**src/rtl/vector_pkg.sv**
```systemverilog
// -----------------------------------------------------------------------------
// vector_pkg
//   Shared constants and types for the vector display slice.
//   - ADDRESSWIDTH : vector ROM address width
//   - NUM_SCENES   : number of scenes stored in the shared vector ROM
//   - SCENE_W      : width of a scene index
//   - SCENE_BASE   : first ROM address of each scene
//   - sched_state_t: frame scheduler states (IDLE, DRAW, HOLD)
//   - clamp_scene  : maps an out-of-range scene request onto the last scene
// -----------------------------------------------------------------------------
package vector_pkg;

    localparam int ADDRESSWIDTH = 8;
    localparam int NUM_SCENES   = 4;
    localparam int SCENE_W      = $clog2(NUM_SCENES);

    localparam logic [ADDRESSWIDTH-1:0] SCENE_BASE [NUM_SCENES] = '{
        ADDRESSWIDTH'(0),
        ADDRESSWIDTH'(64),
        ADDRESSWIDTH'(128),
        ADDRESSWIDTH'(192)
    };

    typedef enum logic [1:0] {
        SCHED_IDLE = 2'd0,
        SCHED_DRAW = 2'd1,
        SCHED_HOLD = 2'd2
    } sched_state_t;

    // Requests at or beyond the scene count select the last scene instead of
    // pointing the engine into unrelated ROM contents.
    function automatic logic [SCENE_W-1:0] clamp_scene(
        input logic [SCENE_W-1:0] req,
        input int                 num
    );
        if (int'(req) >= num) begin
            return SCENE_W'(num - 1);
        end
        return req;
    endfunction

endpackage

```
**src/rtl/vector_sched_timer.sv**
```systemverilog
// -----------------------------------------------------------------------------
// vector_sched_timer
//   Saturating frame-period counter with synchronous clear.
//   Macro: VECTOR_SCHED_WATCHDOG_EN adds the wdog_end_o flag.
//   Ports:
//     clk_i        : system clock
//     rst_i        : synchronous active-high reset (count -> 0)
//     clr_i        : synchronous clear, wins over enable
//     en_i         : count enable
//     period_end_o : count >= FRAME_PERIOD-1
//     wdog_end_o   : count == WDOG_CYCLES-1 (watchdog build only)
// -----------------------------------------------------------------------------
module vector_sched_timer #(
    parameter int FRAME_PERIOD = 1_000_000,
    parameter int WDOG_CYCLES  = 4_000_000
) (
    input  logic clk_i,
    input  logic rst_i,
    input  logic clr_i,
    input  logic en_i,
    output logic period_end_o
`ifdef VECTOR_SCHED_WATCHDOG_EN
    ,
    output logic wdog_end_o
`endif
);

    // Wide enough for both thresholds so neither compare can be missed.
    localparam int CNT_MAX = (WDOG_CYCLES > FRAME_PERIOD) ? WDOG_CYCLES : FRAME_PERIOD;
    localparam int CNT_W   = $clog2(CNT_MAX + 1);

    logic [CNT_W-1:0] cnt_q;
    logic [CNT_W-1:0] cnt_d;

    // Saturation keeps a stalled draw from wrapping back below the period
    // threshold and releasing HOLD early.
    always_comb begin
        cnt_d = cnt_q;
        if (clr_i) begin
            cnt_d = '0;
        end else if (en_i && (cnt_q != '1)) begin
            cnt_d = cnt_q + 1'b1;
        end
    end

    always_ff @(posedge clk_i) begin
        if (rst_i) begin
            cnt_q <= '0;
        end else begin
            cnt_q <= cnt_d;
        end
    end

    assign period_end_o = (cnt_q >= CNT_W'(FRAME_PERIOD - 1));

`ifdef VECTOR_SCHED_WATCHDOG_EN
    assign wdog_end_o = (cnt_q == CNT_W'(WDOG_CYCLES - 1));
`endif

endmodule

```
**src/rtl/vector_frame_sched.sv**
```systemverilog
// -----------------------------------------------------------------------------
// vector_frame_sched
//   Frame scheduler in front of the vector display engine. Starts one draw per
//   frame period through go_master_o / halt_i, offsets the engine's
//   frame-relative address by the active scene's ROM base, and flags frames
//   that run past the period.
//   Macro: VECTOR_SCHED_WATCHDOG_EN enables the draw-timeout abort (fault_o).
//
//   Handshake: go_master_o is held high for the whole draw. The engine answers
//   with a one-cycle halt_i pulse when the frame is drawn; halt_i is only
//   honoured while drawing and is ignored in IDLE and HOLD.
//
//   Ports:
//     clk_i, rst_i     : clock, synchronous active-high reset
//     run_i            : level, enables frame scheduling
//     scene_req_i      : requested scene, sampled only at frame start
//     go_master_o      : draw enable to the engine
//     halt_i           : frame-drawn pulse from the engine
//     disp_addr_i      : engine frame-relative ROM address
//     rom_addr_o       : scene base + disp_addr_i (combinational, wraps)
//     scene_active_o   : scene being drawn
//     frame_done_o     : one-cycle pulse per completed frame
//     frame_cnt_o      : completed frames, wraps at 2^16
//     busy_o           : scheduler not idle
//     overrun_o        : sticky, some frame exceeded the period
//     fault_o          : sticky, watchdog abort (0 without the macro)
//     state_o          : current scheduler state (debug)
// -----------------------------------------------------------------------------
module vector_frame_sched #(
    parameter int ADDRESSWIDTH = vector_pkg::ADDRESSWIDTH,
    parameter int NUM_SCENES   = 4,
    parameter int FRAME_PERIOD = 1_000_000,
    parameter int WDOG_CYCLES  = 4_000_000
) (
    input  logic                           clk_i,
    input  logic                           rst_i,
    input  logic                           run_i,
    input  logic [vector_pkg::SCENE_W-1:0] scene_req_i,
    output logic                           go_master_o,
    input  logic                           halt_i,
    input  logic [ADDRESSWIDTH-1:0]        disp_addr_i,
    output logic [ADDRESSWIDTH-1:0]        rom_addr_o,
    output logic [vector_pkg::SCENE_W-1:0] scene_active_o,
    output logic                           frame_done_o,
    output logic [15:0]                    frame_cnt_o,
    output logic                           busy_o,
    output logic                           overrun_o,
    output logic                           fault_o,
    output logic [1:0]                     state_o
);

    import vector_pkg::*;

    localparam logic [1:0] ST_IDLE = SCHED_IDLE;
    localparam logic [1:0] ST_DRAW = SCHED_DRAW;
    localparam logic [1:0] ST_HOLD = SCHED_HOLD;

    logic [1:0]         state_q,   state_d;
    logic               go_q,      go_d;
    logic [SCENE_W-1:0] scene_q,   scene_d;
    logic               done_q,    done_d;
    logic [15:0]        fcnt_q,    fcnt_d;
    logic               overrun_q, overrun_d;
    logic               start;
    logic               period_end;

`ifdef VECTOR_SCHED_WATCHDOG_EN
    logic               fault_q,   fault_d;
    logic               wdog_end;
`endif

    vector_sched_timer #(
        .FRAME_PERIOD (FRAME_PERIOD),
        .WDOG_CYCLES  (WDOG_CYCLES)
    ) u_timer (
        .clk_i        (clk_i),
        .rst_i        (rst_i),
        .clr_i        (start),
        .en_i         (state_q != ST_IDLE),
        .period_end_o (period_end)
`ifdef VECTOR_SCHED_WATCHDOG_EN
        ,
        .wdog_end_o   (wdog_end)
`endif
    );

    always_comb begin
        state_d   = state_q;
        go_d      = go_q;
        scene_d   = scene_q;
        done_d    = 1'b0;
        fcnt_d    = fcnt_q;
        overrun_d = overrun_q;
        start     = 1'b0;
`ifdef VECTOR_SCHED_WATCHDOG_EN
        fault_d   = fault_q;
`endif
        case (state_q)
            ST_IDLE: begin
                if (run_i) begin
                    start = 1'b1;
                end
            end
            ST_DRAW: begin
                // Overrun is only flagged; the draw is never cut short by it.
                if (period_end) begin
                    overrun_d = 1'b1;
                end
                if (halt_i) begin
                    go_d    = 1'b0;
                    done_d  = 1'b1;
                    fcnt_d  = fcnt_q + 16'd1;
                    state_d = ST_HOLD;
                end
`ifdef VECTOR_SCHED_WATCHDOG_EN
                else if (wdog_end) begin
                    go_d    = 1'b0;
                    fault_d = 1'b1;
                    state_d = ST_IDLE;
                end
`endif
            end
            ST_HOLD: begin
                // run_i is only consulted once the period has elapsed, so a
                // mid-frame stop still completes the full period.
                if (period_end) begin
                    if (run_i) begin
                        start = 1'b1;
                    end else begin
                        state_d = ST_IDLE;
                    end
                end
            end
            default: begin
                state_d = ST_IDLE;
                go_d    = 1'b0;
            end
        endcase

        if (start) begin
            scene_d = clamp_scene(scene_req_i, NUM_SCENES);
            go_d    = 1'b1;
            state_d = ST_DRAW;
        end
    end

    always_ff @(posedge clk_i) begin
        if (rst_i) begin
            state_q   <= ST_IDLE;
            go_q      <= 1'b0;
            scene_q   <= '0;
            done_q    <= 1'b0;
            fcnt_q    <= 16'd0;
            overrun_q <= 1'b0;
        end else begin
            state_q   <= state_d;
            go_q      <= go_d;
            scene_q   <= scene_d;
            done_q    <= done_d;
            fcnt_q    <= fcnt_d;
            overrun_q <= overrun_d;
        end
    end

`ifdef VECTOR_SCHED_WATCHDOG_EN
    always_ff @(posedge clk_i) begin
        if (rst_i) begin
            fault_q <= 1'b0;
        end else begin
            fault_q <= fault_d;
        end
    end
    assign fault_o = fault_q;
`else
    assign fault_o = 1'b0;
`endif

    // Zero-latency offset for the asynchronous ROM; the add wraps naturally.
    assign rom_addr_o     = ADDRESSWIDTH'(SCENE_BASE[scene_q]) + disp_addr_i;
    assign go_master_o    = go_q;
    assign scene_active_o = scene_q;
    assign frame_done_o   = done_q;
    assign frame_cnt_o    = fcnt_q;
    assign overrun_o      = overrun_q;
    assign busy_o         = (state_q != ST_IDLE);
    assign state_o        = state_q;

endmodule

```
**config.mk**
```make
export PLATFORM = sky130hd
export DESIGN_NAME = vector_frame_sched
export DESIGN_NICKNAME = d
export VERILOG_FILES = /design/src/rtl/vector_pkg.sv /design/src/rtl/vector_sched_timer.sv /design/src/rtl/vector_frame_sched.sv
export SDC_FILE = /design/constraint.sdc
export NUM_CORES = 1
export LEC_CHECK = 0
export BUFFER_PORTS_ARGS = -buffer_cell sky130_fd_sc_hd__buf_2
export CAP_MARGIN = 30
export CORE_ASPECT_RATIO = 1.75
export CORE_UTILIZATION = 35
export DETAILED_ROUTE_END_ITERATION = 8
export SYNTH_ARGS = -nofsm -noshare
export SYNTH_HDL_FRONTEND = slang
export SYNTH_SLANG_ARGS = --single-unit
```
**constraint.sdc**
```tcl
create_clock -name clk_i -period 2.6 [get_ports clk_i]
set_input_delay 0.52 -clock clk_i [delete_from_list [all_inputs] [get_ports clk_i]]
set_output_delay 0.52 -clock clk_i [all_outputs]
set_load 0.02 [all_outputs]
```
## Word-level counts from Yosys, hierarchy flattened

Cells that the tools add are included.

| word-level totals | value |
|---|---|
| register bits after elaboration | 45 |
| input port bits | 14 |
| output and inout bits | 33 |
| logic and storage cells | 53 |

| operators by class | value |
|---|---|
| $add $sub $neg | 3 |
| magnitude comparators | 2 |
| equal/unequal tests | 11 |
| multiplexer cells | 15 |
| bitwise operators | 3 |
| reductions and logical operators | 11 |

Operators by type and width:

| cell | number |
|---|---|
| adder 22 x 1 -> 22 bit (second input constant) | 1 |
| >= comparator 22 x 20 -> 1 bit (second input constant) | 1 |
| != test 22 bit (second input constant) | 1 |
| adder 16 x 1 -> 16 bit (second input constant) | 1 |
| binary-select mux 8 bit (select 2 bit) | 1 |
| two-way mux 8 bit | 2 |
| != test 3 bit (second input constant) | 3 |
| adder 8 bit | 1 |
| != test 2 bit (second input constant) | 4 |
| AND reduction 4 bit | 2 |
| two-way mux 1 bit | 6 |
| two-way mux 2 bit | 3 |
| one-hot mux 2 bit (3 select lines) | 1 |
| AND reduction 2 bit | 3 |
| OR reduction 2 bit | 3 |
| one-hot mux 1 bit (2 select lines) | 2 |
| >= comparator 3 bit (second input constant) | 1 |
| inverter 2 -> 3 bit | 1 |
| equality test 2 x 1 -> 1 bit (second input constant) | 1 |
| equality test 2 bit (second input constant) | 1 |
| logical NOT 2 bit | 1 |
| != test 2 x 1 -> 1 bit (second input constant) | 1 |
| inverter 1 bit | 2 |
| nonzero test 2 bit | 1 |
| logical AND 1 bit | 1 |

## Logic depth before layout (Yosys ltp)

Gate-level depths: netlist of run 1.

| logic depth | value |
|---|---|
| word-level depth | 5 |
| gate-level depth with buffers | 8 |
| gate-level depth less buffers | 6 |

## By module

A second synthesis of run 1 with hierarchy kept.

| unflattened totals | value |
|---|---|
| cell total of the unflattened synthesis | 279 |
| area, all modules | 2421.1 sq um |

By module, submodules not included:

| module | times used | cells each | area each (sq um) | sequential area each (sq um) |
|---|---|---|---|---|
| vector_sched_timer | 1 | 155 | 1320.0 | 440.4 |
| vector_frame_sched | 1 | 124 | 1101.1 | 460.4 |

## Worst setup path before layout of run 1

OpenSTA, ideal clock, no wires.

| timing path | value |
|---|---|
| path kind | flip-flop to flip-flop |
| start point | register state_q[0], in the netlist state_o[0] |
| end point | register u_timer.cnt_q[14] |
| setup time | 0.115 ns |
| data arrival time | 1.849 ns |
| data required time | 2.485 ns |
| slack | 0.636 ns |
| cell stages (with the launch flop) | 8 |
| buffers on the path | 2 |
| period minus slack after synthesis | 1.964 ns |
| path through | dfxtp_1 > buf_4 > or2_2 > clkbuf_1 > nor4b_4 > nor4b_1 > xnor2_1 > nor2_1 |

| on the way | value |
|---|---|
| elaborated cells between the ends (all ways) | 6 |
| classes of those cells | eq/ne: 1; mux: 1; reduce/logical: 4 |

RTL lines:

| what | RTL line | source |
|---|---|---|
| start: declaration | vector_frame_sched.sv:58 | `logic [1:0] state_q, state_d;` |
| start signal: assignment | vector_frame_sched.sv:156 | `state_q <= state_d;` |
| nonzero test 2 bit | n/a |  |
| via busy_o | vector_frame_sched.sv:46 | `output logic busy_o,` |
| logical AND 1 bit | vector_sched_timer.sv:41 | `end else if (en_i && (cnt_q != '1)) begin` |
| end signal: assignment | vector_sched_timer.sv:50 | `cnt_q <= cnt_d;` |
| end: declaration | vector_sched_timer.sv:32 | `logic [CNT_W-1:0] cnt_q;` |

The timed path passes the listed nets, and every way through them passes these cells.
A chain may end at the register's enable or synchronous reset.

## Final worst setup path of run 1

| timing path | value |
|---|---|
| start point | register u_timer.cnt_q[0] |
| end point | register u_timer.cnt_q[1] |

| on the way | value |
|---|---|
| word-level cells in the longest chain between the ends | 4 |
| elaborated cells between the ends (all ways) | 7 |
| classes of those cells | add/sub: 1; order compare: 1; eq/ne: 1; mux: 2; reduce/logical: 2 |

Ends and longest elaborated chain:

| what | RTL line | source |
|---|---|---|
| >= comparator 22 x 20 -> 1 bit | vector_sched_timer.sv:54 | `assign period_end_o = (cnt_q >= CNT_W'(FRAME_PERIOD - 1));` |
| two-way mux 1 bit | vector_frame_sched.sv:126 | `if (period_end) begin` |
| one-hot mux 1 bit (2 select lines) | vector_frame_sched.sv:98 | `case (state_q)` |
| OR reduction 2 bit (no source line) | n/a |  |

Several ways; a longest one is shown, not always the timed one.

==> reports/qor.csv, run 1 <==
stage;metric;value;unit
detailed_routing;route.vias.total;1917;
power;peakVddDrop;0.286;mV
timing;timing.clock.skew;0.00638;ns
final_layout;drive_above_1_share;19.4;%
timing;unrepaired_setup_endpoints_after_global_routing;no;
synth;synth_enable_flop_cells;0;
hold_path;hold_path.class;reg2reg;
final_layout;design.final.nets;300;
timing;final-hold-violation-count;0;
synth;post_synth.cell_area_avg;8.68;µm²
worst_setup_path;setup.worst_path.start_class;flop;
detailed_routing;iteration_0_drc_count_of_the_detailed_router;80;
clock_network;cts_sinks;45;
synth;yosys_reg_bits;45;
worst_setup_path;critical_path_required;2.79;ns
clock_network;post-cts-setup-buffer-count;0;
die;die-area;0.00676;mm²
final_layout;antenna_cells;0;
synth;synth.net_count;276;
clock_network;clock_tree.buffer_depth;2;
clock_network;clockRootBuffer;sky130_fd_sc_hd__clkbuf_8;
detailed_routing;detail_route.drc_violations;0;
clock_network;cts.repair.resized;0;
synth;synth_top_cells_by_count;sky130_fd_sc_hd__dfxtp_1 (45), sky130_fd_sc_hd__nor2_1 (33), sky130_fd_sc_hd__nand2_1 (24);
detailed_routing;routedWlPerCell;13.3;µm
final_layout;syn_to_final_growth;11.9;%
power;totalPowerFinal;1.28;mW
clock_network;cts-buffers-inserted;5;
worst_setup_path;path_max_fanout;13;
worst_setup_path;worstPathArrival;2.30;ns
synth;async_flop_share;0;%
power;power.leakage;0.933;nW
timing;final.min_clock_period;2.11;ns
global_route;groute.usage.overall;15.8;%
placement;detailed_place.area;0.00242;mm²
synth;synth_sequential_area_ratio;40.1;%
synth;netlist_instances;259;
clock_network;cts_hold_repair.buffers;0;
detailed_routing;routed_via_density;5.27;
detailed_routing;drt_pass1_iterations;5;
clock_network;tritoncts_clock_tree;built;
power;power.density;507;mW/mm²
placement;routabilityCongestion;0.826;
worst_setup_path;critPathKind;reg2reg;
timing;maxSlewHeadroom;40.6;%
clock_network;cts_htree_levels;2;
timing;clock.fmax;475;MHz
global_route;largest_net_degree_at_the_start_of_global_routing;24;
synth;synth_top_cells_by_area;sky130_fd_sc_hd__dfxtp_1 (40%), sky130_fd_sc_hd__xor2_1 (7.8%), sky130_fd_sc_hd__nor2_1 (5.5%), sky130_fd_sc_hd__nand2_1 (4.0%), sky130_fd_sc_hd__nand4_1 (3.9%);
die;fp.coreArea;0.00618;mm²
die;fp.dieH;108;µm
die;die_x;62.6;µm
global_route;globalRoute.totalOverflow;0;
timing;setup_tns;0;ns
synth;post-synth-top-count-cell;sky130_fd_sc_hd__dfxtp_1;
clock_network;clk-insertion-delay-late;0.31;ns
synth;mappedNetlistArea;0.00225;mm²
flow_run;cap_viol_max_count;0;
final_layout;finish.instance_area;0.00251;mm²
placement;io_buffers;33;
die;core.rowCount;38;
worst_setup_path;timing.critical_path.to_type;flop;
die;design.portCount;47;
timing;final-setup-viol-count;0;
global_route;antenna_found_initial;0;
die;initial_utilization;36.4;%
timing;fin_crit_sh;81.0;%
global_route;number_of_global_route_vias_before_repair;1878;
detailed_routing;wirelength;4830;µm
clock_network;cts.clk_slew.worst_paths;0.09;ns
placement;dp.final_hpwl;3540;µm
timing;maxSlewViolCount;0;
synth;ys_dominant_reg_cell;sky130_fd_sc_hd__dfxtp_1;
global_route;grt_first_pass_wirelength;8480;µm
synth;synthDominantCellAreaShare;40.1;%
timing;worst_slew_pin_slew;0.892;ns
synth;yosys_warnings;0;
synth;yosysTopAreaCell;sky130_fd_sc_hd__dfxtp_1;
detailed_routing;drt.antenna.violating_nets;0;
status;status;complete, no violations;
synth;synth_cell_type_count;46;
-- state kept, by name (all words and copies together), names as in the netlist --
name            flops
frame_cnt_o        16
frame_done_o        1
go_master_o         1
overrun_o           1
scene_active_o      2
state_o             2
u_timer.cnt_q      22
-- worst paths after layout --
path	startpoint	endpoint	slack, ns	cells after the start
min reg2reg	go_master_o	go_master_o	0.46	2
max	u_timer.cnt_q[0]	u_timer.cnt_q[1]	0.49	6
min	go_master_o	go_master_o	0.46	2
max reg2reg	u_timer.cnt_q[0]	u_timer.cnt_q[1]	0.49	6
-- per-layer routing --
layer	GRT usage, %	part of all wire, %
met1	16.1	40
met4	8.14	2.4
met2	30.0	55
met5	0	0
met3	3.16	3.0
-- kinds of logic (layout without fill, tap and decap cells) --
logic type,count (synthesis),after routing,share of synthesized area [%]
AOI/OAI and AO/OA,35,35,10.2
xor gates and xnor gates,30,30,11.7
adders and majority gates,3,3,1.67
buffers and inverters,23,48,5.57
DFF,45,45,40.1
muxes,1,1,0.445
other,1,1,0.167
and+or+nand+nor,121,121,30.2
-- final cells by class --
cell class / count / area (µm²)
inverter: 6 / 22.5
sequential: 45 / 901
timing repair buffer: 34 / 173
clock inverter: 2 / 13.8
fill: 661 / 3670
multi-input combinational: 191 / 1220
tap: 80 / 100
clock buffer: 6 / 82.6
-- cells in the final DEF, fill, tap and decap left out, types with 2 or more instances in the layout --
cell type	count
sky130_fd_sc_hd__and3_1	4
sky130_fd_sc_hd__or4_1	5
sky130_fd_sc_hd__o21ai_0	6
sky130_fd_sc_hd__xor2_1	20
sky130_fd_sc_hd__nor4b_1	3
sky130_fd_sc_hd__nor2_1	33
sky130_fd_sc_hd__clkbuf_8	6
sky130_fd_sc_hd__nor3_1	3
sky130_fd_sc_hd__nand3b_1	3
sky130_fd_sc_hd__nand2_1	24
sky130_fd_sc_hd__nand3_1	8
sky130_fd_sc_hd__a31o_1	2
sky130_fd_sc_hd__nand4_1	14
sky130_fd_sc_hd__nor4_1	4
sky130_fd_sc_hd__a211oi_2	2
sky130_fd_sc_hd__or3_1	4
sky130_fd_sc_hd__xnor2_1	10
sky130_fd_sc_hd__buf_2	33
sky130_fd_sc_hd__o31ai_1	3
sky130_fd_sc_hd__ha_1	3
sky130_fd_sc_hd__and4_1	3
sky130_fd_sc_hd__dfxtp_1	45
sky130_fd_sc_hd__nor4_2	2
sky130_fd_sc_hd__inv_1	6
sky130_fd_sc_hd__or2_2	2
sky130_fd_sc_hd__a21oi_1	14
-- worst max-delay path: stages (launching register included) --
cell and delay (ns):
sky130_fd_sc_hd__dfxtp_1 0.40, sky130_fd_sc_hd__ha_1 0.24, sky130_fd_sc_hd__nand3_1 0.23, sky130_fd_sc_hd__nor3_1 0.35
sky130_fd_sc_hd__o2bb2ai_1 0.46, sky130_fd_sc_hd__mux2i_1 0.26, sky130_fd_sc_hd__nor2_1 0.05
-- per-stage QoR --
| step | setup slack [ns] | hold slack [ns] | util [%] | std cells |
|---|---|---|---|---|
| CTS | 0.508 | 0.465 | 40.7 | 364 |
| global placement | 0.563 | 0.453 | 39.1 | 356 |
| floorplan | 0.636 | 0.475 | - | 259 |
| finish | 0.493 | 0.464 | 40.7 | 364 |
| detailed placement | 0.543 | 0.451 | 39.1 | 356 |
| global route | 0.202 | 0.485 | 40.7 | 364 |
-- power breakdown --
part / internal, mW / switching, mW
clock network: 0.216 / 0.249
logic: 0.0361 / 0.0642
registers: 0.698 / 0.0121
total: 0.950 / 0.325
Note: power is estimated with default switching activity, not from simulation.
==> inputs of run 2 (changes only) <==
==> constraint.sdc (replaced) <==
create_clock -name clk_i -period 1.73 [get_ports clk_i]
set_input_delay 0.346 -clock clk_i [delete_from_list [all_inputs] [get_ports clk_i]]
set_output_delay 0.346 -clock clk_i [all_outputs]
set_load 0.02 [all_outputs]
==> reports/qor.csv, run 2 (synthesis gave the netlist of run 1 again) <==
stage;metric;value;unit;change
final_layout;design.final.nets;343;;+14%
final_layout;finish.instance_area;0.00301;mm²;+20%
clock_network;clk-insertion-delay-late;0.29;ns;-0.02 ns
placement;detailed_place.area;0.00279;mm²;+15%
global_route;groute.usage.overall;17.4;%;+1.6 points
final_layout;antenna_cells;0;;unchanged
die;core.rowCount;38;;unchanged
clock_network;tritoncts_clock_tree;built;;
detailed_routing;routed_via_density;5.13;;-2.6%
global_route;antenna_found_initial;0;;unchanged
timing;final.min_clock_period;1.77;ns;-0.333 ns
worst_setup_path;worst_r2r_start;u_timer.cnt_q[15];;
die;die-area;0.00676;mm²;unchanged
flow_run;cap_viol_max_count;0;;unchanged
worst_setup_path;r2r.worst_path.cells;6;;unchanged
worst_setup_path;path_max_fanout;3;;-10
worst_setup_path;ff2ff_setup_slack;-0.04;ns;-0.54 ns
worst_setup_path;setup.worst_path.start_class;flop;;
timing;final-hold-violation-count;0;;unchanged
power;peakVddDrop;0.401;mV;+40%
timing;finalWorstSetupSlack;-0.0433;ns;-0.537 ns
status;status;finished with violations;;
clock_network;clockRootBuffer;sky130_fd_sc_hd__clkbuf_8;;
power;power.density;675;mW/mm²;+33%
clock_network;cts.clk_slew.worst_paths;0.08;ns;about the same
power;totalPowerFinal;2.03;mW;+59%
detailed_routing;detail_route.drc_violations;0;;unchanged
worst_setup_path;max_stage_delay;0.54;ns;+0.08 ns
die;fp.coreArea;0.00618;mm²;unchanged
worst_setup_path;crit_path_slowest_cell;sky130_fd_sc_hd__or4b_4;;
die;design.portCount;47;;unchanged
clock_network;cts-buffers-inserted;5;;unchanged
worst_setup_path;timing.critical_path.to_type;flop;;
clock_network;post-cts-setup-buffer-count;0;;unchanged
worst_setup_path;worstPathArrival;2.02;ns;-0.28 ns
final_layout;final_common_cell;sky130_fd_sc_hd__buf_4;;
hold_path;min_from;rst_i;;
timing;fin_crit_sh;103;%;+21 points
power;power.leakage;1.20;nW;+29%
global_route;grt_first_pass_wirelength;9340;µm;+10%
global_route;globalRoute.totalOverflow;0;;unchanged
clock_network;cts_sinks;45;;unchanged
detailed_routing;drt.antenna.violating_nets;0;;unchanged
placement;routabilityCongestion;0.806;;-2.5%
clock_network;cts_htree_levels;2;;unchanged
clock_network;clock_tree.buffer_depth;2;;unchanged
hold_path;worst_hold_path.num_cells;2;;unchanged
timing;unrepaired_setup_endpoints_after_global_routing;yes;;
global_route;number_of_global_route_vias_before_repair;2125;;+13%
final_layout;largest-register;u_timer.cnt_q;;
final_layout;syn_to_final_growth;33.9;%;
final_layout;most-common-layout-cells;sky130_fd_sc_hd__buf_4 (44), sky130_fd_sc_hd__dfxtp_1 (40), sky130_fd_sc_hd__buf_2 (32);;
worst_setup_path;cp_cell_sequence;or4b_4 > a211oi_4 > a211oi_2 > buf_4 > nor4b_2 > a31o_1;;
detailed_routing;routedWlPerCell;13.3;µm;+0.24%
hold_path;min_delay_worst_endpoint;go_master_o;;
worst_setup_path;critical_r2r_capture;scene_active_o[1];;
placement;preCtsSetupSlack;-0.0728;ns;-0.616 ns
worst_setup_path;cp.buffers_inverters;1;;+1
detailed_routing;iteration_0_drc_count_of_the_detailed_router;66;;-18%
status;failed_checks;negative setup slack;;
timing;final-setup-viol-count;2;;+2
global_route;largest_net_degree_at_the_start_of_global_routing;23;;-4.2%
timing;timing.clock.skew;0.00573;ns;-0.000645 ns
die;fp.dieH;108;µm;unchanged
final_layout;drive_above_1_share;38.0;%;+19 points
detailed_routing;wirelength;5400;µm;+12%
final_layout;fin_util;48.7;%;+8.0 points
placement;post-place-cells;399;;+12%
clock_network;cts_hold_repair.buffers;0;;unchanged
placement;io_buffers;33;;unchanged
worst_setup_path;critPathKind;reg2reg;;
worst_setup_path;cp_top_family;simple AND/OR/NAND/NOR gates;;
final_layout;largest_reg_flops;22;;unchanged
timing;clock.fmax;564;MHz;+19%
timing;final.hold.worst_slack;0.317;ns;-0.147 ns
final_layout;final_non_filler_cell_total;406;;+12%
detailed_routing;drt_pass1_iterations;4;;-1
worst_setup_path;critical_path_required;1.98;ns;-0.81 ns
timing;setup_tns;-0.0756;ns;-0.0756 ns
timing;maxSlewViolCount;0;;unchanged
placement;dp.final_hpwl;4060;µm;+14%
hold_path;hold_path.class;in2reg;;
detailed_routing;route.vias.total;2082;;+8.6%
die;die_x;62.6;µm;unchanged
die;initial_utilization;36.4;%;unchanged
[run 2: cell types whose count changed in the layout (fill, tap and decap cells not counted), moves of 3 or more]
cell                      change
sky130_fd_sc_hd__buf_4       +43
sky130_fd_sc_hd__dfxtp_1      -5
sky130_fd_sc_hd__dfxtp_2      +5
sky130_fd_sc_hd__nand3_1      -3
sky130_fd_sc_hd__nor2_1       -4
sky130_fd_sc_hd__nor2_2       +4
sky130_fd_sc_hd__nor4_1       -3
sky130_fd_sc_hd__nor4b_1      -3
[run 2: where the power goes]
group | total (mW) | switching, mW | internal (mW)
Clock | 0.766 | 0.346 | 0.420
Combinational | 0.196 | 0.113 | 0.0832
Sequential | 1.07 | 0.0171 | 1.05
[run 2: metal layers]
metal / track usage (%) / share of wire, % / routed length, µm / vias to the layer above
li1: - / - / - / 1039
met1: 17.2 / 39 / 2080 / 986
met2: 34.2 / 55 / 2980 / 45
met3: 3.06 / 3.1 / 166 / 12
met4: 8.64 / 3.1 / 167 / 0
met5: 0 / 0 / 0 / -
[run 2: worst max path at each step]
stage,startpoint,endpoint,slack (ns),cells after the start
floorplan,state_o[1],u_timer.cnt_q[14],-0.007,6
global placement,u_timer.cnt_q[13],u_timer.cnt_q[1],-0.06,8
detailed placement,u_timer.cnt_q[13],u_timer.cnt_q[1],-0.07,8
CTS,u_timer.cnt_q[15],scene_active_o[1],-0.05,6
global route,u_timer.cnt_q[10],scene_active_o[1],-0.14,7
finish,u_timer.cnt_q[15],scene_active_o[1],-0.04,6
[run 2: worst reg2reg max path: stages (launching register included)]
cell	delay, ns
sky130_fd_sc_hd__dfxtp_2	0.33
sky130_fd_sc_hd__or4b_4	0.54
sky130_fd_sc_hd__a211oi_4	0.19
sky130_fd_sc_hd__a211oi_2	0.12
sky130_fd_sc_hd__buf_4	0.17
sky130_fd_sc_hd__nor4b_2	0.24
sky130_fd_sc_hd__a31o_1	0.13
[run 2: what timing repair did]
item | 4_1_cts | 5_1_grt
resized for setup | 8 | 17
setup endpoints to repair | 24 | 28
pin swaps | 2 | 5
[run 2: area by class of cell]
class / count / area, µm²
sequential: 45 / 907
multi-input combinational: 191 / 1370
clock buffer: 5 / 68.8
inverter: 6 / 22.5
clock inverter: 2 / 35.0
tap: 80 / 100
timing repair buffer: 77 / 510
fill: 605 / 3170
